[src/rtl/game_pkg.sv]
// Shared types and constants for the round-level game sequencer.
package game_pkg;

    localparam int LIVES_W         = 3;
    localparam int START_LIVES_DEF = 3;

    // Codes are visible on the HUD; PAUSE only becomes reachable with GAME_PAUSE_EN.
    typedef enum logic [2:0] {
        ST_IDLE  = 3'd0,
        ST_READY = 3'd1,
        ST_PLAY  = 3'd2,
        ST_DYING = 3'd3,
        ST_CLEAR = 3'd4,
        ST_OVER  = 3'd5,
        ST_PAUSE = 3'd6
    } game_state_t;

endpackage

[src/rtl/key_edge.sv]
// Registered rising-edge detector for a level-style key input, one sample per frame.
module key_edge (
    input  logic frame_clk,
    input  logic Reset,
    input  logic key_i,
    output logic edge_o
);

    logic prev_q;
    logic armed_q;

    always_ff @(posedge frame_clk or posedge Reset) begin
        if (Reset) begin
            prev_q  <= 1'b0;
            armed_q <= 1'b0;
        end else begin
            prev_q  <= key_i;
            armed_q <= 1'b1;
        end
    end

    // A key already held when Reset releases must fall and rise again before it counts.
    assign edge_o = key_i & ~prev_q & armed_q;

endmodule

[src/rtl/game_flow_ctrl.sv]
// Round sequencer: game_on / game_reset generation, lives, level and pause timing.
// Optional pause support is compiled in with `define GAME_PAUSE_EN.
module game_flow_ctrl
    import game_pkg::*;
#(
    parameter int NUM_GHOSTS   = 4,
    parameter int START_LIVES  = START_LIVES_DEF,
    parameter int READY_FRAMES = 120,
    parameter int DEATH_FRAMES = 90,
    parameter int CLEAR_FRAMES = 120,
    parameter int MAX_LEVEL    = 15
) (
    input  logic                  frame_clk,
    input  logic                  Reset,
    input  logic                  start_key_i,
    input  logic [NUM_GHOSTS-1:0] die_i,
    input  logic                  level_clear_i,
`ifdef GAME_PAUSE_EN
    input  logic                  pause_key_i,
`endif
    output logic                  game_on_o,
    output logic                  game_reset_o,
    output logic [LIVES_W-1:0]    lives_o,
    output logic [3:0]            level_o,
    output logic [2:0]            state_code_o
);

    game_state_t        state_q, state_d;
    logic [7:0]         timer_q, timer_d;
    logic [LIVES_W-1:0] lives_q, lives_d;
    logic [3:0]         level_q, level_d;
    logic               game_on_q, game_on_d;
    logic               game_reset_q, game_reset_d;
    logic               start_edge;
    logic               pause_edge;

    key_edge u_start_edge (
        .frame_clk (frame_clk),
        .Reset     (Reset),
        .key_i     (start_key_i),
        .edge_o    (start_edge)
    );

`ifdef GAME_PAUSE_EN
    key_edge u_pause_edge (
        .frame_clk (frame_clk),
        .Reset     (Reset),
        .key_i     (pause_key_i),
        .edge_o    (pause_edge)
    );
`else
    assign pause_edge = 1'b0;
`endif

    always_ff @(posedge frame_clk or posedge Reset) begin
        if (Reset) begin
            state_q      <= ST_IDLE;
            timer_q      <= 8'd0;
            lives_q      <= LIVES_W'(START_LIVES);
            level_q      <= 4'd0;
            game_on_q    <= 1'b0;
            game_reset_q <= 1'b0;
        end else begin
            state_q      <= state_d;
            timer_q      <= timer_d;
            lives_q      <= lives_d;
            level_q      <= level_d;
            game_on_q    <= game_on_d;
            game_reset_q <= game_reset_d;
        end
    end

    always_comb begin
        state_d = state_q;
        timer_d = timer_q;
        lives_d = lives_q;
        level_d = level_q;
        case (state_q)
            ST_IDLE, ST_OVER: begin
                if (state_q == ST_OVER) lives_d = '0;
                if (start_edge) begin
                    state_d = ST_READY;
                    lives_d = LIVES_W'(START_LIVES);
                    level_d = 4'd0;
                end
            end
            ST_READY: begin
                if (timer_q == 8'(READY_FRAMES - 1)) state_d = ST_PLAY;
                else                                  timer_d = timer_q + 8'd1;
            end
            ST_PLAY: begin
                if (|die_i)             state_d = ST_DYING;
                else if (level_clear_i) state_d = ST_CLEAR;
                else if (pause_edge)    state_d = ST_PAUSE;
            end
            ST_DYING: begin
                if (timer_q == 8'(DEATH_FRAMES - 1)) begin
                    if (lives_q == LIVES_W'(1)) begin
                        lives_d = '0;
                        state_d = ST_OVER;
                    end else begin
                        lives_d = lives_q - LIVES_W'(1);
                        state_d = ST_READY;
                    end
                end else begin
                    timer_d = timer_q + 8'd1;
                end
            end
            ST_CLEAR: begin
                if (timer_q == 8'(CLEAR_FRAMES - 1)) begin
                    level_d = (level_q >= 4'(MAX_LEVEL)) ? 4'(MAX_LEVEL) : level_q + 4'd1;
                    state_d = ST_READY;
                end else begin
                    timer_d = timer_q + 8'd1;
                end
            end
`ifdef GAME_PAUSE_EN
            ST_PAUSE: begin
                if (pause_edge) state_d = ST_PLAY;
            end
`endif
            default: state_d = ST_IDLE;
        endcase
        // Every state entry restarts the frame timer.
        if (state_d != state_q) timer_d = 8'd0;
    end

    assign game_on_d    = (state_d == ST_PLAY);
    assign game_reset_d = (state_d == ST_READY) && (state_q != ST_READY);

    assign game_on_o    = game_on_q;
    assign game_reset_o = game_reset_q;
    assign lives_o      = lives_q;
    assign level_o      = level_q;
    assign state_code_o = state_q;

endmodule
[config.mk]
export PLATFORM = sky130hd
export DESIGN_NAME = game_flow_ctrl
export DESIGN_NICKNAME = d
export VERILOG_FILES = /design/src/rtl/game_pkg.sv /design/src/rtl/key_edge.sv /design/src/rtl/game_flow_ctrl.sv
export SDC_FILE = /design/constraint.sdc
export NUM_CORES = 1
export LEC_CHECK = 0
export BUFFER_PORTS_ARGS = -buffer_cell sky130_fd_sc_hd__buf_2
export CAP_MARGIN = 0
export CORE_MARGIN = 2
export CORE_UTILIZATION = 50
export CTS_CLUSTER_SIZE = 20
export DETAILED_ROUTE_END_ITERATION = 8
export GPL_ROUTABILITY_DRIVEN = 1
export PLACE_DENSITY = 0.71
export SLEW_MARGIN = 10
export SYNTH_ARGS = -nofsm -noshare
export SYNTH_HDL_FRONTEND = slang
export SYNTH_HIERARCHICAL = 1
export SYNTH_SLANG_ARGS = --single-unit
[constraint.sdc]
create_clock -name frame_clk -period 3.3 [get_ports frame_clk]
set_clock_uncertainty 0.05 [all_clocks]
set_input_delay 0.165 -clock frame_clk [delete_from_list [all_inputs] [get_ports frame_clk]]
set_output_delay 0.165 -clock frame_clk [all_outputs]
set_load 0.05 [all_outputs]
==> metrics.md <==
| Metric | Value |
|---|---|
| Worst Path Buf+Inv | 0 |
| Power per cell area | 601 nW/um2 |
| Die width | 57.0 um |
| TritonCTS clock tree | yes |
| WS Path Type | reg2reg |
| Synth top area cells | dfrtp_1 36%, ha_1 4.5%, xor2_1 4.4% |
| Fin. Hold Viols | 0 |
| Worst slew margin | 50.6% |
| Post-synth top cells | 20 x dfrtp_1, 10 x inv_1, 9 x nand2_1, 9 x o21ai_0, 8 x nor2_2 |
| Largest net degree at the start of global routing | 21 |
| Post-DP HPWL | 2.08 mm |
| Core area | 2710 um2 |
| DRC errors left | 0 |
| Starting Density | 51.8% |
| Number of global-route vias before repair | 1,072 |
| Maximum vdd drop | 441 uV |
| Hold buffers post-CTS | 2 |
| Syn-to-layout area delta | 10.2% |
| TritonCTS buffer count | 3 |
| GRT Total Usage | 18.5% |
| CTS clock-pin slew for the worst setup and hold paths | 120 ps |
| Design area | 1550 um2 |
| Worst slack at placement | 818 ps |
| Yosys top cell by area | dfrtp_1 |
| Worst-case clock buffer depth | 2 |
| Area of the die | 3250 um2 |
| Routed vias | 1,128 |
| Filler cells | 254 |
| Syn_nets | 154 |
| Period utilization | 75.9% |
| Setup TNS | 0 ps |
| Layout cells sized above 1 | 28.6% |
| Core Util, Final | 57.1% |
| DP Cell Count | 186 |
| Most used DFF post-synth | dfrtp_1 |
| Cell chain of the critical path | nand3b_2, a31oi_4, a2111oi_0, or4b_1, a21oi_2 |
| Total power | 0.930 mW |
| H-tree Lvls | 1 |
| DR WL/cell | 14.2 um |
| Worst-skew pair later-pin latency | 300 ps |
| Seq/Total Area, Yosys | 39.4% |
| Clk root buf | clkbuf_4 |
| Post-synth cell types | 56 |
| FF+latch count, synth | 22 |
| Number of max-cap violations | 0 |
| Slowest stage cell, crit path | or4b_1 |
| Mapped Area | 1400 um2 |
| Non-filler cells, final | 192 |
| # port buffers | 19 |
| Worst path max stage delay | 770 ps |
| CP Data Arrival Time | 2690 ps |
| Final #Nets | 175 |
| Post-CTS Setup Repair Bufs | 0 |
| Max Clk Rate | 399 MHz |
| Yosys Warn Count | 6 |
| GP Congestion | 0.863 |
| Count leader, synth | dfrtp_1 |
| DR pass1 iterations | 6 |
| Initial antenna violation count | 0 |
| Cell family with most CP delay | simple AND/OR/NAND/NOR gates |
| Gr ovfl total | 0 |
| First-pass GRT wire length | 4.82 mm |
| Post-route ant nets | 0 |
| Post-layout worst setup margin | 794 ps |
| Crit end category | flip-flop |
| I/O pins | 20 |
| HP Class | in2async |
| Outcome | complete, no violations |
| Synth top area share | 35.7% |
| Initial DRC Count | 44 |
| Vias/cell | 5.88 |
| Setup violators final | 0 |
| Worst Path Max Fanout | 17 |
| Clock Sinks | 22 |
| Critical Path Stages | 5 |
| DP Area | 1490 um2 |
| Syn Area/Cell | 9.96 um2 |
| Placement Rows | 19 |
| ANT cells | 0 |
| Post-synth EDFFs | 0 |
| Synth Instances | 141 |
| Req. time, crit path | 3480 ps |
| R2R cell count | 5 |
| Post-Route WL | 2.73 mm |
| Slew of the pin with the lowest slew margin | 741 ps |
| Static leakage | 0.679 nW |
| FFs w/ async S/R, synth | 100% |
| Post_cts resized | 0 |
| Die Span Y | 57.0 um |
| Crit start category | flip-flop |
| Final Slew Violations | 0 |
| RSZ-0062 raised after global routing | no |
| Fin Hold WS | 189 ps |
| Post-layout min period | 2510 ps |
-- path summary, 6_finish.rpt --
path / from / to / slack, ps
max in group asynchronous: Reset / level_o[3] / 2260
worst max register to register: state_code_o[1] / timer_q[7] / 790
worst min-delay path: Reset / u_start_edge/armed_q / 190
worst max-delay path: state_code_o[1] / timer_q[7] / 790
worst min register to register: lives_o[0] / lives_o[0] / 520
min in group frame_clk: level_clear_i / state_code_o[2] / 280
-- where the power goes --
group	switching (mW)	total (mW)	internal [mW]	leakage, nW
combinational	0.220	0.359	0.139	0.386
sequential	0.0864	0.424	0.337	0.272
clock	0.0796	0.147	0.0672	0.0210
total	0.386	0.930	0.544	0.679
-- layer usage --
metal	part of all wire [%]	track usage [%]	wire, um	up-vias
met5	0	0	0	-
met4	0.48	5.32	13	0
met3	4.8	2.72	131	2
met2	50	30.2	1360	36
met1	45	25.7	1230	542
li1	-	-	-	548
-- cells in the final DEF (no fill, tap or decap), types with 2 or more instances in the layout --
cell and count:
a2111oi_1 2, clkbuf_4 3, inv_1 10, o31ai_1 2, dfrtp_1 20, o21bai_1 3
nor2_2 8, and2_1 2, nand2_1 9, a21oi_2 2, nor2_1 6, a21oi_1 3
o22ai_1 2, buf_2 19, a31oi_1 2, xor2_1 7, nor2b_1 2, ha_1 5
nand3_1 5, dfstp_2 2, dlygate4sd3_1 2, nor4b_1 2, o21ai_0 9
-- cells by family after synthesis --
| logic type | count (synthesis) | share of synthesized area (%) |
|---|---|---|
| AO/OA/AOI/OAI | 38 | 20.9 |
| XOR/XNOR | 8 | 4.99 |
| adder cells (fa/ha/maj) | 5 | 4.46 |
| buffers and inverters | 15 | 5.97 |
| flip-flops | 22 | 39.4 |
| multiplexers | 1 | 0.802 |
| other | 1 | 0.267 |
| AND/OR/NAND/NOR | 51 | 23.3 |
-- worst min-delay path, cell delays in order --
cell           delay (ps)
dlygate4sd3_1         520
buf_2                 120
inv_1                  70
-- final cells by class --
class	instances	area, um2	area share (%)
repair buffers	21	115	7.44
multi-input cells	104	767	49.6
clock buffers	4	36.3	2.34
flip-flops and latches	22	553	35.7
inverters	10	37.5	2.43
well taps	31	38.8	2.51
-- sequential cells by signal, summed over array words and instances (netlist names) --
name / cells
u_start_edge/prev_q: 1
game_on_o: 1
timer_q: 8
u_start_edge/armed_q: 1
state_code_o: 3
level_o: 4
game_reset_o: 1
lives_o: 3
(Power assumes the default switching activity.)
